### src/rtl/miriscv_mem_arbiter_if.sv
// Bundles the fetch port, data port and shared memory port of the MIRISCV
// memory arbiter; slave is the arbiter's view, master the environment's.
interface miriscv_mem_arbiter_if #(
  parameter int INSTR_WIDTH = 64,
  parameter int ADDR_WIDTH  = 32,
  parameter int DATA_WIDTH  = 32
);
  logic                     instr_req;
  logic [ADDR_WIDTH-1:0]    instr_addr;
  logic                     instr_rvalid;
  logic [INSTR_WIDTH-1:0]   instr_rdata;

  logic                     data_req;
  logic [ADDR_WIDTH-1:0]    data_addr;
  logic                     data_we;
  logic [DATA_WIDTH/8-1:0]  data_be;
  logic [DATA_WIDTH-1:0]    data_wdata;
  logic                     data_rvalid;
  logic [DATA_WIDTH-1:0]    data_rdata;

  logic                     mem_req;
  logic                     mem_gnt;
  logic [ADDR_WIDTH-1:0]    mem_addr;
  logic                     mem_we;
  logic [INSTR_WIDTH/8-1:0] mem_be;
  logic [INSTR_WIDTH-1:0]   mem_wdata;
  logic                     mem_rvalid;
  logic [INSTR_WIDTH-1:0]   mem_rdata;

  logic                     err;

  modport slave (
    input  instr_req, instr_addr,
    input  data_req, data_addr, data_we, data_be, data_wdata,
    input  mem_gnt, mem_rvalid, mem_rdata,
    output instr_rvalid, instr_rdata,
    output data_rvalid, data_rdata,
    output mem_req, mem_addr, mem_we, mem_be, mem_wdata,
    output err
  );

  modport master (
    output instr_req, instr_addr,
    output data_req, data_addr, data_we, data_be, data_wdata,
    output mem_gnt, mem_rvalid, mem_rdata,
    input  instr_rvalid, instr_rdata,
    input  data_rvalid, data_rdata,
    input  mem_req, mem_addr, mem_we, mem_be, mem_wdata,
    input  err
  );
endinterface

### src/rtl/miriscv_mem_arbiter.sv
// Round-robin arbiter sharing one 64-bit memory port between the MIRISCV
// fetch and data ports; in-order responses are steered back via a tag FIFO.
module miriscv_mem_arbiter #(
  parameter int INSTR_WIDTH     = 64,
  parameter int ADDR_WIDTH      = 32,
  parameter int DATA_WIDTH      = 32,
  parameter int MAX_OUTSTANDING = 4
) (
  input  logic                 clk,
  input  logic                 reset,
  miriscv_mem_arbiter_if.slave bus
);
  localparam int BE_W  = DATA_WIDTH / 8;
  localparam int PTR_W = $clog2(MAX_OUTSTANDING);
  localparam int CNT_W = $clog2(MAX_OUTSTANDING + 1);

  logic                   instr_valid_q;
  logic [ADDR_WIDTH-1:0]  instr_addr_q;
  logic                   data_valid_q;
  logic [ADDR_WIDTH-1:0]  data_addr_q;
  logic                   data_we_q;
  logic [BE_W-1:0]        data_be_q;
  logic [DATA_WIDTH-1:0]  data_wdata_q;

  logic                   last_data_q;
  logic                   hold_q;
  logic                   hold_data_q;

  logic [1:0]             tag_mem [MAX_OUTSTANDING];
  logic [PTR_W-1:0]       wr_ptr_q;
  logic [PTR_W-1:0]       rd_ptr_q;
  logic [CNT_W-1:0]       count_q;
  logic [CNT_W-1:0]       count_d;

  logic                   instr_rvalid_q;
  logic [INSTR_WIDTH-1:0] instr_rdata_q;
  logic                   data_rvalid_q;
  logic [DATA_WIDTH-1:0]  data_rdata_q;
  logic                   err_q;

  logic                   sel_data;
  logic [ADDR_WIDTH-1:0]  sel_addr;
  logic                   mem_req;
  logic                   xfer;
  logic                   xfer_instr;
  logic                   xfer_data;
  logic                   pop;
  logic                   head_src;
  logic                   head_a2;
  logic                   err_set;

  // A refused offer is locked so a newly arriving request cannot steal the port.
  always_comb begin
    sel_data = data_valid_q;
    if (hold_q) begin
      sel_data = hold_data_q;
    end else if (instr_valid_q && data_valid_q) begin
      sel_data = ~last_data_q;
    end
  end

  assign sel_addr   = sel_data ? data_addr_q : instr_addr_q;
  assign mem_req    = (instr_valid_q | data_valid_q) && (count_q < CNT_W'(MAX_OUTSTANDING));
  assign xfer       = mem_req & bus.mem_gnt;
  assign xfer_instr = xfer & ~sel_data;
  assign xfer_data  = xfer & sel_data;
  assign pop        = bus.mem_rvalid && (count_q != '0);
  assign {head_src, head_a2} = tag_mem[rd_ptr_q];

  assign err_set = (bus.instr_req & instr_valid_q & ~xfer_instr)
                 | (bus.data_req & data_valid_q & ~xfer_data)
                 | (bus.mem_rvalid & (count_q == '0));

  always_comb begin
    count_d = count_q;
    case ({xfer, pop})
      2'b10:   count_d = count_q + CNT_W'(1);
      2'b01:   count_d = count_q - CNT_W'(1);
      default: count_d = count_q;
    endcase
  end

  // Memory fields are forced to zero whenever no request is being offered.
  always_comb begin
    bus.mem_addr  = '0;
    bus.mem_we    = 1'b0;
    bus.mem_be    = '0;
    bus.mem_wdata = '0;
    if (mem_req) begin
      bus.mem_addr = sel_addr & ~ADDR_WIDTH'(7);
      if (sel_data) begin
        bus.mem_we    = data_we_q;
        bus.mem_be    = data_addr_q[2] ? {data_be_q, {BE_W{1'b0}}} : {{BE_W{1'b0}}, data_be_q};
        bus.mem_wdata = {data_wdata_q, data_wdata_q};
      end else begin
        bus.mem_be = '1;
      end
    end
  end

  always_ff @(posedge clk or posedge reset) begin
    if (reset) begin
      instr_valid_q <= 1'b0;
      instr_addr_q  <= '0;
      data_valid_q  <= 1'b0;
      data_addr_q   <= '0;
      data_we_q     <= 1'b0;
      data_be_q     <= '0;
      data_wdata_q  <= '0;
      last_data_q   <= 1'b0;
      hold_q        <= 1'b0;
      hold_data_q   <= 1'b0;
    end else begin
      if (bus.instr_req && (!instr_valid_q || xfer_instr)) begin
        instr_valid_q <= 1'b1;
        instr_addr_q  <= bus.instr_addr;
      end else if (xfer_instr) begin
        instr_valid_q <= 1'b0;
      end

      if (bus.data_req && (!data_valid_q || xfer_data)) begin
        data_valid_q <= 1'b1;
        data_addr_q  <= bus.data_addr;
        data_we_q    <= bus.data_we;
        data_be_q    <= bus.data_be;
        data_wdata_q <= bus.data_wdata;
      end else if (xfer_data) begin
        data_valid_q <= 1'b0;
      end

      if (xfer) begin
        last_data_q <= sel_data;
        hold_q      <= 1'b0;
      end else if (mem_req) begin
        hold_q      <= 1'b1;
        hold_data_q <= sel_data;
      end
    end
  end

  always_ff @(posedge clk) begin
    if (xfer) begin
      tag_mem[wr_ptr_q] <= {sel_data, sel_addr[2]};
    end
  end

  always_ff @(posedge clk or posedge reset) begin
    if (reset) begin
      wr_ptr_q       <= '0;
      rd_ptr_q       <= '0;
      count_q        <= '0;
      instr_rvalid_q <= 1'b0;
      instr_rdata_q  <= '0;
      data_rvalid_q  <= 1'b0;
      data_rdata_q   <= '0;
      err_q          <= 1'b0;
    end else begin
      if (xfer) wr_ptr_q <= wr_ptr_q + PTR_W'(1);
      if (pop)  rd_ptr_q <= rd_ptr_q + PTR_W'(1);
      count_q        <= count_d;
      instr_rvalid_q <= pop & ~head_src;
      data_rvalid_q  <= pop & head_src;
      if (pop && !head_src) begin
        instr_rdata_q <= bus.mem_rdata;
      end
      if (pop && head_src) begin
        data_rdata_q <= head_a2 ? bus.mem_rdata[INSTR_WIDTH-1 -: DATA_WIDTH]
                                : bus.mem_rdata[DATA_WIDTH-1:0];
      end
      if (err_set) err_q <= 1'b1;
    end
  end

  assign bus.mem_req      = mem_req;
  assign bus.instr_rvalid = instr_rvalid_q;
  assign bus.instr_rdata  = instr_rdata_q;
  assign bus.data_rvalid  = data_rvalid_q;
  assign bus.data_rdata   = data_rdata_q;
  assign bus.err          = err_q;

endmodule

### src/flat_wrapper.sv
// flat-port wrapper written by rule: the top's interface ports become plain ports
module miriscv_mem_arbiter_flat 
#(
  parameter int INSTR_WIDTH     = 64,
  parameter int ADDR_WIDTH      = 32,
  parameter int DATA_WIDTH      = 32,
  parameter int MAX_OUTSTANDING = 4
)
  (clk, reset, bus_instr_req, bus_instr_addr, bus_data_req, bus_data_addr, bus_data_we, bus_data_be, bus_data_wdata, bus_mem_gnt, bus_mem_rvalid, bus_mem_rdata, bus_instr_rvalid, bus_instr_rdata, bus_data_rvalid, bus_data_rdata, bus_mem_req, bus_mem_addr, bus_mem_we, bus_mem_be, bus_mem_wdata, bus_err);
  miriscv_mem_arbiter_if #(.INSTR_WIDTH(INSTR_WIDTH), .ADDR_WIDTH(ADDR_WIDTH), .DATA_WIDTH(DATA_WIDTH)) bus_i ();
  input  logic clk;
  input  logic reset;
  input wire logic [$bits(bus_i.instr_req)-1:0] bus_instr_req;
  input wire logic [$bits(bus_i.instr_addr)-1:0] bus_instr_addr;
  input wire logic [$bits(bus_i.data_req)-1:0] bus_data_req;
  input wire logic [$bits(bus_i.data_addr)-1:0] bus_data_addr;
  input wire logic [$bits(bus_i.data_we)-1:0] bus_data_we;
  input wire logic [$bits(bus_i.data_be)-1:0] bus_data_be;
  input wire logic [$bits(bus_i.data_wdata)-1:0] bus_data_wdata;
  input wire logic [$bits(bus_i.mem_gnt)-1:0] bus_mem_gnt;
  input wire logic [$bits(bus_i.mem_rvalid)-1:0] bus_mem_rvalid;
  input wire logic [$bits(bus_i.mem_rdata)-1:0] bus_mem_rdata;
  output wire logic [$bits(bus_i.instr_rvalid)-1:0] bus_instr_rvalid;
  output wire logic [$bits(bus_i.instr_rdata)-1:0] bus_instr_rdata;
  output wire logic [$bits(bus_i.data_rvalid)-1:0] bus_data_rvalid;
  output wire logic [$bits(bus_i.data_rdata)-1:0] bus_data_rdata;
  output wire logic [$bits(bus_i.mem_req)-1:0] bus_mem_req;
  output wire logic [$bits(bus_i.mem_addr)-1:0] bus_mem_addr;
  output wire logic [$bits(bus_i.mem_we)-1:0] bus_mem_we;
  output wire logic [$bits(bus_i.mem_be)-1:0] bus_mem_be;
  output wire logic [$bits(bus_i.mem_wdata)-1:0] bus_mem_wdata;
  output wire logic [$bits(bus_i.err)-1:0] bus_err;
  assign bus_i.instr_req = bus_instr_req;
  assign bus_i.instr_addr = bus_instr_addr;
  assign bus_i.data_req = bus_data_req;
  assign bus_i.data_addr = bus_data_addr;
  assign bus_i.data_we = bus_data_we;
  assign bus_i.data_be = bus_data_be;
  assign bus_i.data_wdata = bus_data_wdata;
  assign bus_i.mem_gnt = bus_mem_gnt;
  assign bus_i.mem_rvalid = bus_mem_rvalid;
  assign bus_i.mem_rdata = bus_mem_rdata;
  assign bus_instr_rvalid = bus_i.instr_rvalid;
  assign bus_instr_rdata = bus_i.instr_rdata;
  assign bus_data_rvalid = bus_i.data_rvalid;
  assign bus_data_rdata = bus_i.data_rdata;
  assign bus_mem_req = bus_i.mem_req;
  assign bus_mem_addr = bus_i.mem_addr;
  assign bus_mem_we = bus_i.mem_we;
  assign bus_mem_be = bus_i.mem_be;
  assign bus_mem_wdata = bus_i.mem_wdata;
  assign bus_err = bus_i.err;
  miriscv_mem_arbiter #(.INSTR_WIDTH(INSTR_WIDTH), .ADDR_WIDTH(ADDR_WIDTH), .DATA_WIDTH(DATA_WIDTH), .MAX_OUTSTANDING(MAX_OUTSTANDING)) u_core (.clk(clk), .reset(reset), .bus(bus_i));
endmodule
### config.mk
export PLATFORM = sky130hd
export DESIGN_NAME = miriscv_mem_arbiter_flat
export DESIGN_NICKNAME = d
export VERILOG_FILES = /design/src/rtl/miriscv_mem_arbiter_if.sv /design/src/rtl/miriscv_mem_arbiter.sv /design/src/flat_wrapper.sv
export SDC_FILE = /design/constraint.sdc
export NUM_CORES = 1
export LEC_CHECK = 0
export CORE_UTILIZATION = 45
export CTS_CLUSTER_DIAMETER = 80
export DETAILED_ROUTE_END_ITERATION = 7
export GPL_TIMING_DRIVEN = 0
export PLACE_DENSITY = 0.87
export SLEW_MARGIN = 20
export SYNTH_ARGS = -nofsm -noshare
export SYNTH_HDL_FRONTEND = slang
export SYNTH_SLANG_ARGS = --single-unit
### constraint.sdc
create_clock -name clk -period 7 [get_ports clk]
set_input_delay 0.7 -clock clk [delete_from_list [all_inputs] [get_ports clk]]
set_output_delay 0.7 -clock clk [all_outputs]
set_load 0.02 [all_outputs]
==> run_results.csv <==
group,metric,value,unit
status,status,"completed",
critical_path,cp_common_cell,"clkbuf_1",
job,maxCapViolCount,0,
detailed_routing,vias,7240,
clock_network,ctsResizeCount,0,
timing,slew_viol_final,0,
timing,min_period_over_period,0.540,
final_layout,antennaDiodeCount,0,
critical_path,path_buf_inv,5,
floorplanning,rows,53,
yosys,synth_area_per_cell,13.1,um2
critical_path,crit_chain,"a21bo_1 -> o21a_1 -> clkbuf_1 -> inv_2 -> clkbuf_1 -> and3_1 -> buf_4 -> clkdlybuf4s50_1",
critical_path,cpMaxStageDelayCell,"clkdlybuf4s50_1",
clock_network,cts_setup_buffers,0,
min_path,hold_path.class,"flip-flop to flip-flop",
yosys,synth.area.top_cells,"dfrtp_1 (53%), mux2_4 (12%), mux2_2 (9.2%)",
yosys,synth_cell_types,42,
placed_design,gp_congestion,0.842,
yosys,ys_ff_latch,216,
detailed_routing,drc,0,
timing,tightest_slew,0.739,ns
grt,grt_pass1_vias,7738,
clock_network,cts_root_buf,"clkbuf_16",
placed_design,dpl_worst_slack,3.77,ns
detailed_routing,drt-pass1-iter-count,4,
placed_design,place_hpwl,20.3,mm
clock_network,clock_latency,0.52,ns
grt,grt_max_degree,106,
timing,relSlewSlack,0.508,
clock_network,cts_tree,"done",
placed_design,io_buffers,368,
yosys,yosys.area.top_type,"dfrtp_1",
grt,grt_first_pass_wirelength,42.1,mm
floorplanning,fp.coreArea,0.0213,mm2
detailed_routing,drtAntennaViolNets,0,
critical_path,max_stage_delay,0.58,ns
critical_path,path_delay_family,"buffers and inverters",
timing,setup_violations,0,
yosys,yosys_warnings,0,
yosys,syn_area,0.00989,mm2
timing,rsz0062_at_grt,"no",
critical_path,end_kind,"output pin",
pwr,cellPowerDensity,528,mW/mm2
grt,grt_overflow,0,
pwr,vdd_drop_max,349,uV
clock_network,cts.sinks,216,
detailed_routing,wirelength,27.7,mm
timing,worst_slack,3.22,ns
clock_network,cts_htree_levels,1,
critical_path,cp.arrival,3.08,ns
final_layout,final.fill_count,1459,
critical_path,cp_data_required_time,6.30,ns
timing,fmax,0.265,GHz
detailed_routing,wl_per_cell,19.1,um
yosys,seq_area_frac_synth,0.551,
timing,fin_skew,0.0233,ns
critical_path,path_max_fanout,10,
floorplanning,io_pins,376,
floorplanning,fp.dieH,150,um
grt,antenna_found_initial,0,
final_layout,seq_area,0.00545,mm2
final_layout,final_util,0.691,
detailed_routing,via_per_inst,5.01,
grt,grt_use_total,0.242,
final_layout,drive_above_1_share,0.231,
critical_path,critPathKind,"flip-flop to output pin",
final_layout,final_nets,1330,
critical_path,worstSetupStartpointType,"flip-flop",
clock_network,clkTransAtPathRegs,0.07,ns
yosys,syn_inst,756,
timing,period_minus_slack,3.78,ns
timing,hold_viol,0,
clock_network,numCtsBuffers,24,
floorplanning,fp.dieW,150,um
floorplanning,start_util,0.465,
floorplanning,dieArea,0.0226,mm2
clock_network,cts_buffer_depth,3,
clock_network,hold_buffers,0,
timing,fin_tns_setup,0,ns
pwr,p_leak,6.59,nW
yosys,synth_top_area_frac,0.526,
detailed_routing,drt_iter0_markers,199,
final_layout,area_delta_synth_final,48.7,%
final_layout,multi_input_area,0.00379,mm2
timing,hold_ws,0.478,ns
stage by stage:
stage / area [um2] / cells / power [W]
6_report: 14700 / 1444 / 0.00776
2_1_floorplan: 9900 / 758 / 0.00479
4_1_cts: 14700 / 1444 / 0.00782
5_1_grt: 14700 / 1444 / 0.00817
3_3_place_gp: 13900 / 1401 / 0.00644
3_5_place_dp: 14000 / 1402 / 0.00656
per-layer routing:
layer | GRT usage | wire (um) | vias up
met5 | 0 | 0 | -
met4 | 0.0596 | 430 | 0
met3 | 0.0676 | 2530 | 36
met2 | 0.456 | 14700 | 315
met1 | 0.266 | 10000 | 3527
li1 | - | - | 3362
cells in the mapped netlist:
cell type	instances
a21bo_1	1
a21boi_2	1
a21o_1	1
a21oi_1	39
a31oi_1	1
and3_1	37
buf_12	5
buf_2	13
buf_4	39
buf_6	7
buf_8	1
clkbuf_1	17
clkbuf_2	1
conb_1	1
dfrtp_1	208
edfxtp_1	8
fa_1	1
ha_1	5
inv_1	9
inv_2	2
mux2_1	1
mux2_2	81
mux2_4	79
mux2i_1	33
mux4_2	2
nand2_1	101
nand2b_1	4
nand3_1	3
nand3b_1	1
nand4_1	1
nor2_1	4
nor2b_4	1
nor3_1	1
o2111ai_1	1
o211ai_1	1
o211ai_2	1
o21a_1	2
o21ai_0	34
o21bai_1	1
o31a_1	1
xnor2_1	3
xor2_1	3
flip-flops by register name, indices dropped and copies added, names as in the netlist, 2 cells and up:
name	count
u_core.data_addr_q	30
u_core.bus.instr_rdata	64
u_core.wr_ptr_q	2
u_core.count_q	3
u_core.data_wdata_q	32
u_core.instr_addr_q	30
u_core.bus.data_rdata	32
u_core.tag_mem	8
u_core.rd_ptr_q	2
u_core.data_be_q	4
power breakdown:
part | internal (W) | total (W) | leakage [nW] | switching (W)
Combinational | 0.00223 | 0.00432 | 3.68 | 0.00209
Clock | 0.000688 | 0.00119 | 0.361 | 0.000504
Sequential | 0.00189 | 0.00225 | 2.55 | 0.000363
Total | 0.00480 | 0.00776 | 6.59 | 0.00296
worst reg2reg max path, stage by stage (launching register included):
cell and delay (ns):
dfrtp_1 0.43, o21bai_1 0.28, nor2_1 0.17, inv_1 0.13
ha_1 0.18, inv_1 0.07, fa_1 0.43, xor2_1 0.15
nor2_1 0.11, xor2_1 0.14
path summary, 6_finish.rpt:
check                                                      start  slack [ns]                                     end  depth (start not counted)
max in group asynchronous                                  reset        5.34      u_core.data_wdata_q[6]$_DFFE_PP0P_                          3
min                        u_core.bus.data_rdata[18]$_DFFE_PP0P_        0.48   u_core.bus.data_rdata[18]$_DFFE_PP0P_                          2
max                             u_core.instr_valid_q$_DFFE_PP0P_        3.22                       bus_mem_wdata[45]                          8
min in group asynchronous                                  reset        0.69  u_core.bus.instr_rdata[51]$_DFFE_PP0P_                          2
min reg2reg                u_core.bus.data_rdata[18]$_DFFE_PP0P_        0.48   u_core.bus.data_rdata[18]$_DFFE_PP0P_                          2
max reg2reg                      u_core.data_valid_q$_DFFE_PP0P_        4.83           u_core.count_q[2]$_DFFE_PP0P_                          9
placed cells by master (no fill, tap or decap), types with 2 or more instances in the layout:
cell	n
and3_1	37
nor2_1	4
nand2_1	101
buf_4	39
clkinv_2	4
xor2_1	3
clkinvlp_4	2
nand2b_1	4
inv_1	8
dfrtp_1	208
ha_1	5
mux2i_1	33
buf_2	13
clkdlybuf4s50_1	368
xnor2_1	3
inv_2	2
clkbuf_16	24
buf_6	7
mux2_2	81
o21a_1	2
conb_1	3
mux2_4	79
nand3_1	3
clkbuf_1	20
clkinv_1	4
clkbuf_8	2
buf_12	5
a21oi_1	39
edfxtp_1	8
o21ai_0	34
mux4_2	2
cell families after synthesis:
group | Yosys count | synth area share
AOI/OAI and AO/OA | 84 | 0.0466
xor gates and xnor gates | 6 | 0.00531
adders and majority gates | 6 | 0.00835
buffers and inverters | 94 | 0.0669
DFF | 216 | 0.551
muxes | 196 | 0.251
other | 1 | 0.000379
and+or+nand+nor | 153 | 0.0706
layout make-up:
class	count	share of cell area
clock buffers	29	0.0435
multi-input cells	448	0.258
clock inverters	13	0.00715
well taps	275	0.0234
inverters	11	0.00332
flip-flops and latches	216	0.370
repair buffers	369	0.252
plain buffers	83	0.0422
Note: power is estimated with default switching activity, not from simulation.
